--- src/rtl/mips_trace_pkg.sv ---
// Shared definitions for the Mips trace monitor: capture state encoding and
// the trace entry layout {channel, data, timestamp}, with the timestamp in the LSBs.
package mips_trace_pkg;

  typedef enum logic [1:0] {
    ST_IDLE = 2'd0,
    ST_ARM  = 2'd1,
    ST_RUN  = 2'd2,
    ST_DONE = 2'd3
  } state_t;

  localparam int TS_OFS = 0;

  function automatic int chan_width(input int channels);
    return (channels > 1) ? $clog2(channels) : 1;
  endfunction

  function automatic int data_ofs(input int ts_w);
    return TS_OFS + ts_w;
  endfunction

  function automatic int chan_ofs(input int data_w, input int ts_w);
    return data_ofs(ts_w) + data_w;
  endfunction

  function automatic int entry_width(input int chan_w, input int data_w, input int ts_w);
    return chan_ofs(data_w, ts_w) + chan_w;
  endfunction

endpackage

--- src/rtl/mips_trace_fifo.sv ---
// Synchronous first-word-fall-through FIFO; the head entry is visible as soon as
// it is written, and a pop at the same edge frees room for a push into a full FIFO.
module mips_trace_fifo #(
  parameter int WIDTH = 8,
  parameter int DEPTH = 16
) (
  input  logic             clock,
  input  logic             reset,
  input  logic             push,
  input  logic [WIDTH-1:0] wr_data,
  input  logic             pop,
  output logic [WIDTH-1:0] rd_data,
  output logic             full,
  output logic             empty
);

  localparam int AW = $clog2(DEPTH);

  logic [WIDTH-1:0] mem [DEPTH];
  logic [AW:0]      wr_ptr;
  logic [AW:0]      rd_ptr;
  logic             do_push;
  logic             do_pop;

  // Extra pointer bit distinguishes full from empty when the indices coincide.
  assign empty   = (wr_ptr == rd_ptr);
  assign full    = (wr_ptr[AW] != rd_ptr[AW]) && (wr_ptr[AW-1:0] == rd_ptr[AW-1:0]);
  assign do_pop  = pop && !empty;
  assign do_push = push && (!full || do_pop);
  assign rd_data = empty ? '0 : mem[rd_ptr[AW-1:0]];

  always_ff @(posedge clock) begin
    if (!reset) begin
      wr_ptr <= '0;
      rd_ptr <= '0;
    end else begin
      if (do_push) wr_ptr <= wr_ptr + 1'b1;
      if (do_pop)  rd_ptr <= rd_ptr + 1'b1;
    end
  end

  always_ff @(posedge clock) begin
    if (do_push) mem[wr_ptr[AW-1:0]] <= wr_data;
  end

endmodule

--- src/rtl/mips_trace_monitor.sv ---
// Records value changes on CHANNELS probe buses with a cycle timestamp into a trace FIFO.
// Optional build macro MIPS_TRACE_DROP_CNT_EN enables the saturating dropped-event counter.
module mips_trace_monitor
  import mips_trace_pkg::*;
#(
  parameter int CHANNELS   = 4,
  parameter int DATA_WIDTH = 32,
  parameter int DEPTH      = 16,
  parameter int TS_WIDTH   = 16,
  parameter int RUN_CYCLES = 0
) (
  input  logic                                 clock,
  input  logic                                 reset,
  input  logic                                 enable,
  input  logic [CHANNELS-1:0]                  ch_mask,
  input  logic [CHANNELS*DATA_WIDTH-1:0]       ch_data,
  output logic                                 out_valid,
  input  logic                                 out_ready,
  output logic [chan_width(CHANNELS)-1:0]      out_channel,
  output logic [DATA_WIDTH-1:0]                out_data,
  output logic [TS_WIDTH-1:0]                  out_timestamp,
  output logic                                 running,
  output logic                                 done,
  output logic                                 overflow,
  output logic [7:0]                           drop_count
);

  localparam int CW    = chan_width(CHANNELS);
  localparam int EW    = entry_width(CW, DATA_WIDTH, TS_WIDTH);
  localparam int D_OFS = data_ofs(TS_WIDTH);
  localparam int C_OFS = chan_ofs(DATA_WIDTH, TS_WIDTH);
  localparam logic [TS_WIDTH-1:0] LAST_TS =
    (RUN_CYCLES == 0) ? '0 : TS_WIDTH'(RUN_CYCLES - 1);

  if (RUN_CYCLES < 0 || longint'(RUN_CYCLES) > (longint'(1) << TS_WIDTH)) begin : g_bad_run_cycles
    $error("RUN_CYCLES does not fit the timestamp range");
  end

  state_t                state;
  state_t                state_nxt;
  logic [TS_WIDTH-1:0]   ts;
  logic [DATA_WIDTH-1:0] chan     [CHANNELS];
  logic [DATA_WIDTH-1:0] snapshot [CHANNELS];
  logic [CHANNELS-1:0]   pending;
  logic                  any_pending;
  logic [CW-1:0]         sel;
  logic [DATA_WIDTH-1:0] sel_data;
  logic                  fifo_full;
  logic                  fifo_empty;
  logic                  pop;
  logic                  push;
  logic                  lost;
  logic [EW-1:0]         wr_entry;
  logic [EW-1:0]         rd_entry;

  always_comb begin
    for (int i = 0; i < CHANNELS; i++) chan[i] = ch_data[i*DATA_WIDTH +: DATA_WIDTH];
  end

  // Fixed priority: scanning downward leaves the lowest pending index selected.
  always_comb begin
    pending     = '0;
    any_pending = 1'b0;
    sel         = '0;
    sel_data    = '0;
    for (int i = 0; i < CHANNELS; i++) pending[i] = ch_mask[i] && (chan[i] != snapshot[i]);
    for (int i = CHANNELS - 1; i >= 0; i--) begin
      if (pending[i]) begin
        any_pending = 1'b1;
        sel         = CW'(i);
        sel_data    = chan[i];
      end
    end
  end

  assign pop       = out_valid && out_ready;
  assign push      = (state == ST_RUN) && any_pending && (!fifo_full || pop);
  assign lost      = (state == ST_RUN) && any_pending && fifo_full && !pop;
  assign wr_entry  = {sel, sel_data, ts};
  assign out_valid = !fifo_empty;
  assign running   = (state == ST_RUN);
  assign done      = (state == ST_DONE);

  assign out_channel   = rd_entry[C_OFS +: CW];
  assign out_data      = rd_entry[D_OFS +: DATA_WIDTH];
  assign out_timestamp = rd_entry[TS_OFS +: TS_WIDTH];

  mips_trace_fifo #(
    .WIDTH (EW),
    .DEPTH (DEPTH)
  ) u_fifo (
    .clock   (clock),
    .reset   (reset),
    .push    (push),
    .wr_data (wr_entry),
    .pop     (pop),
    .rd_data (rd_entry),
    .full    (fifo_full),
    .empty   (fifo_empty)
  );

  always_comb begin
    state_nxt = state;
    case (state)
      ST_IDLE: if (enable) state_nxt = ST_ARM;
      ST_ARM:  state_nxt = ST_RUN;
      ST_RUN: begin
        if (!enable)                                  state_nxt = ST_IDLE;
        else if (RUN_CYCLES != 0 && ts == LAST_TS)    state_nxt = ST_DONE;
      end
      ST_DONE: if (!enable) state_nxt = ST_IDLE;
      default: state_nxt = ST_IDLE;
    endcase
  end

  always_ff @(posedge clock) begin
    if (!reset) begin
      state    <= ST_IDLE;
      ts       <= '0;
      overflow <= 1'b0;
      for (int i = 0; i < CHANNELS; i++) snapshot[i] <= '0;
    end else begin
      state <= state_nxt;
      if (state == ST_ARM) begin
        ts <= '0;
        for (int i = 0; i < CHANNELS; i++) snapshot[i] <= chan[i];
      end else if (state == ST_RUN) begin
        if (ts != '1) ts <= ts + 1'b1;
        // A blocked push leaves the snapshot alone so the channel retries next cycle.
        for (int i = 0; i < CHANNELS; i++) begin
          if (push && sel == CW'(i)) snapshot[i] <= chan[i];
        end
      end
      if (lost) overflow <= 1'b1;
    end
  end

`ifdef MIPS_TRACE_DROP_CNT_EN
  always_ff @(posedge clock) begin
    if (!reset)                                        drop_count <= '0;
    else if (state == ST_IDLE && state_nxt == ST_ARM)  drop_count <= '0;
    else if (lost && drop_count != 8'hFF)              drop_count <= drop_count + 1'b1;
  end
`else
  assign drop_count = 8'd0;
`endif

endmodule
--- config.mk ---
export PLATFORM = sky130hd
export DESIGN_NAME = mips_trace_monitor
export DESIGN_NICKNAME = d
export VERILOG_FILES = /design/src/rtl/mips_trace_pkg.sv /design/src/rtl/mips_trace_fifo.sv /design/src/rtl/mips_trace_monitor.sv
export SDC_FILE = /design/constraint.sdc
export NUM_CORES = 1
export LEC_CHECK = 0
export ABC_AREA = 0
export BUFFER_PORTS_ARGS = -buffer_cell sky130_fd_sc_hd__buf_2
export CAP_MARGIN = 20
export CORE_ASPECT_RATIO = 0.8
export CORE_MARGIN = 5
export CORE_UTILIZATION = 60
export DETAILED_ROUTE_END_ITERATION = 8
export PLACE_DENSITY_LB_ADDON = 0.1
export SLEW_MARGIN = 20
export SYNTH_ARGS = -nofsm -noshare
export SYNTH_HDL_FRONTEND = slang
export SYNTH_SLANG_ARGS = --single-unit
--- constraint.sdc ---
create_clock -name clock -period 7.3 [get_ports clock]
set_input_delay 0.73 -clock clock [delete_from_list [all_inputs] [get_ports clock]]
set_output_delay 0.73 -clock clock [all_outputs]
set_load 0.03 [all_outputs]
==> results of run 1 <==
[cell usage after synthesis, types with 11 or more instances]
master	n	area, µm²
a221oi_1	32	280
and2_1	104	651
buf_1	15	56.3
buf_2	11	55.1
clkbuf_1	67	251
dfxtp_1	33	661
edfxtp_1	928	27900
mux4_2	250	5630
nand2_1	27	101
nand4_1	12	75.1
nor2_1	59	221
nor2b_1	85	532
nor4_1	32	200
o22ai_1	32	200
xnor2_1	13	114
xor2_1	136	1190
[state kept, by name, indices dropped and copies added, names as in the netlist, named ones only]
name           count
u_fifo.mem       800
u_fifo.wr_ptr      5
u_fifo.rd_ptr      5
snapshot         128
state              2
ts                16
overflow           1
[final cells by class]
type | instances | area, µm² | area share, %
Sequential cell | 961 | 28500 | 65.2
Inverter | 9 | 33.8 | 0.0772
Timing Repair Buffer | 226 | 1260 | 2.88
Tap cell | 850 | 1060 | 2.43
Multi-Input combinational cell | 868 | 10000 | 22.9
Antenna cell | 1 | 2.50 | 0.00572
Clock buffer | 123 | 2520 | 5.76
Clock inverter | 40 | 324 | 0.741
[power by group through the flow]
stage / logic (mW) / registers (mW) / clock network [mW]
after global placement: 0.893 / 6.30 / 0
final: 0.909 / 6.19 / 4.55
after floorplan: 0.599 / 6.29 / 0
after CTS: 0.909 / 6.19 / 4.60
after detailed placement: 0.904 / 6.31 / 0
after global routing: 0.970 / 6.19 / 4.85
[worst min path at each step]
stage,start,end,slack (ns)
5_1_grt,enable,state[1],0.36
6_report,enable,state[1],0.37
2_1_floorplan,u_fifo.wr_ptr[4],u_fifo.wr_ptr[4],0.46
3_3_place_gp,overflow,overflow,0.45
3_5_place_dp,overflow,overflow,0.45
4_1_cts,enable,state[1],0.33
[stage by stage]
step	instances	instance area (µm²)	total power, mW
after floorplan	1942	38800	6.89
after global placement	2914	40900	7.20
after detailed placement	2914	40900	7.21
after CTS	3077	43700	11.7
after global routing	3078	43700	12.0
final	3078	43700	11.6
[routing by layer]
| metal | up-vias | share of wire, % | track usage, % |
|---|---|---|---|
| met1 | 10600 | 42 | 41.4 |
| met5 | - | 0.012 | 0 |
| met3 | 129 | 9.1 | 6.60 |
| met2 | 858 | 47 | 40.8 |
| li1 | 8270 | - | - |
| met4 | 2 | 1.8 | 5.43 |
[cell families (layout without fill, tap and decap cells)]
group | after synthesis | count (layout) | share of synthesized area (%)
compound gates | 94 | 94 | 1.83
simple gates | 355 | 355 | 5.16
flops | 961 | 961 | 73.5
other cells | 1 | 9 | 0.00966
buf+inv | 113 | 398 | 1.26
xor+xnor | 149 | 149 | 3.36
fa+ha+maj | 6 | 6 | 0.193
mux | 256 | 256 | 14.7
[worst register-to-register path: cells and delay by family, from the launching register on]
kind	cells	cell delay (ns)
and+or+nand+nor	4	1.38
buffers and inverters	2	0.68
DFF	1	0.38
xor gates and xnor gates	1	0.17
AOI/OAI and AO/OA	2	1.51
==> summary.md, run 1 <==
| Metric | Value |
|---|---|
| Status | `complete, no violations` |
| Power Dens Cells | `266 nW/µm²` |
| Max_cap viols | `0` |
| Pint | `9.06 mW` |
| Hold buffers post-CTS | `0` |
| Register bit total from synthesis | `961` |
| CP Launch Type | `flip-flop` |
| Area Growth Syn to Fin | `12.8%` |
| R2r endpoint | `u_fifo.mem[15][18]` |
| Vias | `19800` |
| Residual DRC | `0` |
| Final min period | `4.54 ns` |
| Final hold vios | `0` |
| Crit. Startpoint | `snapshot[0][18]` |
| Ys flop type | `edfxtp_1` |
| Worst setup path endpoint | `u_fifo.mem[15][18]` |
| FF-to-FF setup slack | `2.76 ns` |
| Hold Crit Depth | `3` |
| Post-synth EDFFs | `928` |
| CP Max Fanout | `34` |
| Crit path DAT | `4.76 ns` |
| Final HPWL DP | `54800 µm` |
| Post-CTS sizing | `0` |
| CTS H-tree depth | `3` |
| WP data required | `7.52 ns` |
| Area of the die | `69900 µm²` |
| R2R Path Start | `snapshot[0][18]` |
| First-pass GRT wire length | `137000 µm` |
| Die Width | `294 µm` |
| Switching share of power | `22.2%` |
| Synth warnings | `0` |
| Total clock sinks | `961` |
| Setup_tns | `0 ns` |
| GPL Wtd Cong | `0.997` |
| Crit. path cell count | `9` |
| Worst setup margin | `2.76 ns` |
| Register clock-pin slew on the reported worst setup and hold paths | `0.06 ns` |
| Clock root cell | `clkbuf_16` |
| CP max-delay cell | `a221oi_1` |
| Maximum root-to-sink buffer count | `3` |
| Total GRT Usage | `27.0%` |
| Clock Power Share | `39.0%` |
| Fmax | `0.220 GHz` |
| Mapped Avg Cell Area | `20.1 µm²` |
| Vias in the first global route | `20100` |
| Asr flop ratio synth | `0%` |
| Worst hold path class | `in -> reg` |
| Core Area | `64100 µm²` |
| Synthesized area | `38800 µm²` |
| Global route overflow | `0` |
| Tcrit/Tclk final | `62.2%` |
| Initial Utilization | `60.6%` |
| Share of power burned in registers | `53.2%` |
| DR WL/cell | `30.6 µm` |
| Crit path buffers/inverters | `2` |
| Layout Skew | `0.0235 ns` |
| Cells on worst reg2reg path | `9` |
| Setup-failing EPs final | `0` |
| Crit. End Element | `flip-flop` |
| Number of fill cells | `4080` |
| Post-CTS setup buffer count | `0` |
| Largest net degree at the start of global routing | `102` |
| Count of buffers from port buffering | `189` |
| Kind of critical path | `reg -> reg` |
| DRT Pass-1 Iters | `5` |
| Hold WS | `0.370 ns` |
| Via density | `6.45` |
| Sw Pwr | `2.59 mW` |
| Antenna viol nets, final | `0` |
| CTS Buf Count | `91` |
| Peak VDD IR | `305 µV` |
| CTS tree | `built` |
| Most frequent cells in the layout | `928 x edfxtp_1, 250 x mux4_2, 189 x buf_2` |
| I/O pin count | `198` |
| FP Rows | `83` |
| Final Util | `68.3%` |
| Nets | `2299` |
| Sequential-to-total area share from yosys stat | `73.5%` |
| Pleak | `14.0 nW` |
| Library cells used by synthesis | `47` |
| CP max stage delay | `0.90 ns` |
| Initial antenna violation count | `4` |
| Cells after Synth | `1935` |
| Layout cells sized above 1 | `29.1%` |
| Routed WL | `94000 µm` |
| Die H | `237 µm` |
| Max-slew violations | `0` |
| DRT iter0 DRCs | `2352` |
| Crit path max-delay family | `compound AO/OA/AOI/OAI gates` |
| CP Cell Sequence | `xor2_1, nor4_1, nand4_1, o21ai_2, buf_4, nand2_1, buf_4, a221oi_1, nor2_1` |
| Pre-CTS setup slack | `2.58 ns` |
| Clk_lat worst skew | `0.64 ns` |
| Commonest non-fill, non-tap cell in the layout | `edfxtp_1` |
| Combinational Power Share | `7.8%` |
| Worst Tran Pin Value | `1.14 ns` |
| Crit path top cell by count | `buf_4` |
| Slew headroom | `23.5%` |
| RSZ-0062 raised after global routing | `no` |
Power figures use the tool's default switching activity.
==> inputs of run 2 (changes only) <==
clock period = 4.3 ns   (was 7.3 ns; I/O delays follow)
==> summary.md, run 2 (synthesized netlist as in run 1, its figures left out) <==
| Metric | Value |
|---|---|
| Global route overflow | `0` |
| Hold Crit Depth | `3` |
| I/O pin count | `198` |
| WHS Endpoint | `state[1]` |
| Final Util | `69.6%` |
| Largest register FFs | `800` |
| Total GRT Usage | `26.8%` |
| Cells on worst reg2reg path | `9` |
| Max-slew violations | `0` |
| GPL Wtd Cong | `1.01` |
| Antenna viol nets, final | `0` |
| Status | `complete, no violations` |
| Maximum root-to-sink buffer count | `3` |
| Count of buffers from port buffering | `189` |
| Die Width | `294 µm` |
| Final hold vios | `0` |
| CTS Buf Count | `91` |
| Layout Skew | `0.0312 ns` |
| CP Max Fanout | `24` |
| DR WL/cell | `29.9 µm` |
| Pleak | `14.4 nW` |
| Die H | `237 µm` |
| CTS tree | `built` |
| Register clock-pin slew on the reported worst setup and hold paths | `0.07 ns` |
| R2R Path Start | `snapshot[0][17]` |
| FF-to-FF setup slack | `0.45 ns` |
| Post-CTS setup buffer count | `0` |
| Commonest non-fill, non-tap cell in the layout | `edfxtp_1` |
| Hold path startpoint | `enable` |
| CTS H-tree depth | `3` |
| Fmax | `0.260 GHz` |
| Hold buffers post-CTS | `0` |
| Worst hold path class | `in -> reg` |
| Clk_lat worst skew | `0.65 ns` |
| Most frequent cells in the layout | `928 x edfxtp_1, 250 x mux4_2, 189 x buf_2` |
| Clock root cell | `clkbuf_16` |
| Routed WL | `93700 µm` |
| Setup_tns | `0 ns` |
| Hold WS | `0.0589 ns` |
| Largest net degree at the start of global routing | `65` |
| RSZ-0062 raised after global routing | `no` |
| Total power | `20.2 mW` |
| Nets | `2342` |
| Max_cap viols | `0` |
| Layout cells sized above 1 | `30.7%` |
| Worst Tran Pin Value | `1.14 ns` |
| Total clock sinks | `961` |
| DRT iter0 DRCs | `2444` |
| Power Dens Cells | `453 nW/µm²` |
| WP data required | `4.57 ns` |
| DRT Pass-1 Iters | `5` |
| Area Growth Syn to Fin | `14.9%` |
| Slew headroom | `23.7%` |
| Kind of critical path | `reg -> reg` |
| Crit path DAT | `4.12 ns` |
| FP Rows | `83` |
| Vias | `20000` |
| Initial antenna violation count | `5` |
| Number of fill cells | `3932` |
| Crit path buffers/inverters | `2` |
| R2r endpoint | `u_fifo.mem[13][23]` |
| Final HPWL DP | `57300 µm` |
| Initial Utilization | `60.6%` |
| Core Area | `64100 µm²` |
| Crit path max-delay family | `simple AND/OR/NAND/NOR gates` |
| Setup-failing EPs final | `0` |
| Crit. End Element | `flip-flop` |
| Area of the die | `69900 µm²` |
| Tcrit/Tclk final | `89.5%` |
| Peak VDD IR | `395 µV` |
| CP Launch Type | `flip-flop` |
| Final min period | `3.85 ns` |
| Residual DRC | `0` |
| Vias in the first global route | `20100` |
| Via density | `6.40` |
| CP max stage delay | `0.56 ns` |
| CP max-delay cell | `nor4_1` |
| CP Cell Sequence | `xor2_1, nor4_1, nand4_1, o21ai_2, buf_4, nand2b_1, buf_12, o22ai_1, nor2_1` |
| Post-CTS sizing | `0` |
| First-pass GRT wire length | `136000 µm` |
-- run 2: cell types whose count changed in the layout (fill, tap and decap cells not counted), sizes merged --
cell      delta
diode        +2
buf         +43
clkinvlp     +3
bufinv       +7
clkbuf       -1
clkinv       -1
-- run 2: layout make-up --
| class | count | area (µm²) | area share, % |
|---|---|---|---|
| Sequential cell | 961 | 28500 | 64.0 |
| Antenna cell | 3 | 7.51 | 0.0168 |
| Multi-Input combinational cell | 868 | 10000 | 22.4 |
| Clock inverter | 49 | 566 | 1.27 |
| Inverter | 9 | 33.8 | 0.0757 |
| Tap cell | 850 | 1060 | 2.38 |
| Timing Repair Buffer | 269 | 1900 | 4.26 |
| Clock buffer | 122 | 2480 | 5.55 |
-- run 2: how the worst max path moves through the flow --
stage	from	end	slack, ns	depth (start not counted)
final	snapshot[0][17]	u_fifo.mem[13][23]	0.45	9
after global routing	snapshot[1][22]	u_fifo.mem[13][20]	0.34	8
after CTS	snapshot[1][22]	u_fifo.mem[13][25]	0.53	8
after detailed placement	ch_data[54]	u_fifo.mem[8][25]	0.39	9
after global placement	ch_data[69]	u_fifo.mem[3][22]	0.33	9
after floorplan	state[1]	u_fifo.mem[7][0]	0.01	7
-- run 2: worst reg2reg max path, stage by stage (launching register included) --
cell and delay, ns:
edfxtp_1 0.41, xor2_1 0.18, nor4_1 0.56, nand4_1 0.21, o21ai_2 0.46, buf_4 0.33
nand2b_1 0.16, buf_12 0.19, o22ai_1 0.53, nor2_1 0.43
-- run 2: stage by stage --
| stage | std cells | instance area, µm² | setup slack [ns] |
|---|---|---|---|
| floorplan | 1942 | 38900 | 0.0117 |
| global placement | 2944 | 41300 | 0.334 |
| detailed placement | 2955 | 41500 | 0.387 |
| CTS | 3126 | 44600 | 0.527 |
| global route | 3131 | 44600 | 0.342 |
| finish | 3131 | 44600 | 0.450 |
-- run 2: layer usage --
| metal | track usage (%) | part of all wire (%) | vias to the layer above |
|---|---|---|---|
| met3 | 5.91 | 8.8 | 157 |
| li1 | - | - | 8384 |
| met2 | 42.1 | 48 | 955 |
| met5 | 1.29 | 0.13 | - |
| met4 | 5.92 | 2.0 | 2 |
| met1 | 39.7 | 41 | 10500 |
-- run 2: power by group --
group	internal (mW)	total (mW)	switching [mW]
combinational	0.616	1.56	0.943
sequential	10.4	10.5	0.0734
clock	4.74	8.15	3.41
total	15.8	20.2	4.43
==> inputs of run 3 (changes only) <==
RECOVER_POWER = 50   (was default)
==> summary.md, run 3 (synthesized netlist as in run 1, its figures left out) <==
| Metric | Value |
|---|---|
| Cells on worst reg2reg path | `9` |
| Post-CTS sizing | `0` |
| Combinational Power Share | `7.7%` |
| R2r endpoint | `u_fifo.mem[3][33]` |
| Maximum root-to-sink buffer count | `3` |
| CTS tree | `built` |
| Status | `finished with violations` |
| Share of power burned in registers | `52.0%` |
| Sequential cell area | `28500 µm²` |
| Final HPWL DP | `57300 µm` |
| Number of fill cells | `3967` |
| Max_cap viols | `1` |
| Count of buffers from port buffering | `189` |
| CP Max Fanout | `9` |
| Tcrit/Tclk final | `94.8%` |
| Clock Power Share | `40.4%` |
| Clk_lat worst skew | `0.65 ns` |
| Area of the multi-input gates | `9940 µm²` |
| Final min period | `4.08 ns` |
| Layout Skew | `0.0281 ns` |
| Pint | `15.8 mW` |
| Power Dens Cells | `455 nW/µm²` |
| CTS Buf Count | `91` |
| Commonest non-fill, non-tap cell in the layout | `edfxtp_1` |
| FP Rows | `83` |
| FF-to-FF setup slack | `0.22 ns` |
| Setup_tns | `0 ns` |
| Total power | `20.2 mW` |
| Final hold vios | `0` |
| DR WL/cell | `29.9 µm` |
| Worst hold path class | `in -> reg` |
| Total clock sinks | `961` |
| Antenna viol nets, final | `0` |
| Largest net degree at the start of global routing | `65` |
| Die H | `237 µm` |
| CTS H-tree depth | `3` |
| Dpl cell area | `41500 µm²` |
| Via density | `6.42` |
| Worst Tran Pin Value | `1.95 ns` |
| Clock root cell | `clkbuf_16` |
| I/O pin count | `198` |
| CP Launch Type | `flip-flop` |
| Cell area after layout | `44400 µm²` |
| Fmax | `0.245 GHz` |
| Layout cells sized above 1 | `29.6%` |
| R2R Path Start | `snapshot[2][18]` |
| Crit. End Element | `flip-flop` |
| Setup-failing EPs final | `0` |
| DRT Pass-1 Iters | `6` |
| Initial antenna violation count | `5` |
| Post-CTS setup buffer count | `0` |
| Die Width | `294 µm` |
| Hold buffers post-CTS | `0` |
| Routed WL | `93800 µm` |
| WP data required | `4.62 ns` |
| RSZ-0062 raised after global routing | `no` |
| Kind of critical path | `reg -> reg` |
| Failing checks | `max-capacitance violations, max-slew violations` |
| Register clock-pin slew on the reported worst setup and hold paths | `0.06 ns` |
| Global route overflow | `0` |
| Vias | `20100` |
| Max-slew violations | `33` |
| Slew headroom | `-30.0%` |
| Core Area | `64100 µm²` |
| DRT iter0 DRCs | `2499` |
| Hold path startpoint | `enable` |
| Pleak | `14.3 nW` |
| Hold Crit Depth | `3` |
| First-pass GRT wire length | `136000 µm` |
| Initial Utilization | `60.6%` |
| WHS Endpoint | `state[1]` |
| Area Growth Syn to Fin | `14.4%` |
| Residual DRC | `0` |
| Peak VDD IR | `394 µV` |
| Vias in the first global route | `20100` |
| Most frequent cells in the layout | `928 x edfxtp_1, 250 x mux4_2, 185 x buf_2` |
| Area of the die | `69900 µm²` |
| Switching share of power | `21.9%` |
| Largest register FFs | `800` |
| Total GRT Usage | `26.8%` |
| Crit path DAT | `4.40 ns` |
| Sw Pwr | `4.43 mW` |
| Nets | `2342` |
| GPL Wtd Cong | `1.01` |
-- run 3: cell types whose count changed in the layout (fill, tap and decap cells not counted), moves of 3 or more --
cell,change
and2_0,+53
and2_1,-53
clkbuf_1,+15
buf_4,-11
clkbuf_2,+7
buf_8,-5
buf_2,-4
o21ai_0,+4
nor2_1,+3
nor2_2,-3
o21ai_2,-3
-- run 3: power by group through the flow --
stage          Combinational [mW]  Clock [mW]  Sequential (mW)
2_1_floorplan                1.02           0             10.7
3_3_place_gp                 1.52           0             10.7
3_5_place_dp                 1.55           0             10.7
4_1_cts                      1.56        8.25             10.5
5_1_grt                      1.64        8.65             10.5
6_report                     1.55        8.15             10.5
-- run 3: worst max-delay path, stage by stage, from the launching register on --
cell and delay, ns:
edfxtp_1 0.38, xor2_1 0.17, nor4_1 0.56, nand2_1 0.18, o41ai_1 0.70, a41oi_1 0.50
nand2_1 0.44, nor3_4 0.08, clkbuf_1 0.36, clkbuf_2 0.38
-- run 3: final cells by class --
cell class                 count  share of cell area (%)
timing repair buffer         269                    4.00
inverter                       9                  0.0761
clock inverter                49                    1.27
tap                          850                    2.39
clock buffer                 122                    5.58
antenna                        3                  0.0169
multi-input combinational    868                    22.4
sequential                   961                    64.3
-- run 3: stage by stage --
stage	instances	setup slack, ns	hold slack (ns)	utilization, %
global route	3131	0.174	0.0474	69.3
detailed placement	2955	0.387	0.473	64.8
global placement	2944	0.334	0.447	64.4
CTS	3126	0.527	0.0328	69.5
floorplan	1942	0.0117	0.455	-
finish	3131	0.223	0.0623	69.3
-- run 3: worst max-delay path by stage --
stage,cells after the start,startpoint,endpoint
after global placement,9,ch_data[69],u_fifo.mem[3][22]
final,9,snapshot[2][18],u_fifo.mem[3][33]
after global routing,9,snapshot[1][1],u_fifo.mem[2][35]
after detailed placement,9,ch_data[54],u_fifo.mem[8][25]
after CTS,8,snapshot[1][22],u_fifo.mem[13][25]
after floorplan,7,state[1],u_fifo.mem[7][0]
-- run 3: per-layer routing --
layer  share of wire (%)  GRT usage [%]
met5                0.13           1.29
met4                 2.0           5.92
met3                 9.3           5.91
met2                  48           42.1
met1                  40           39.7
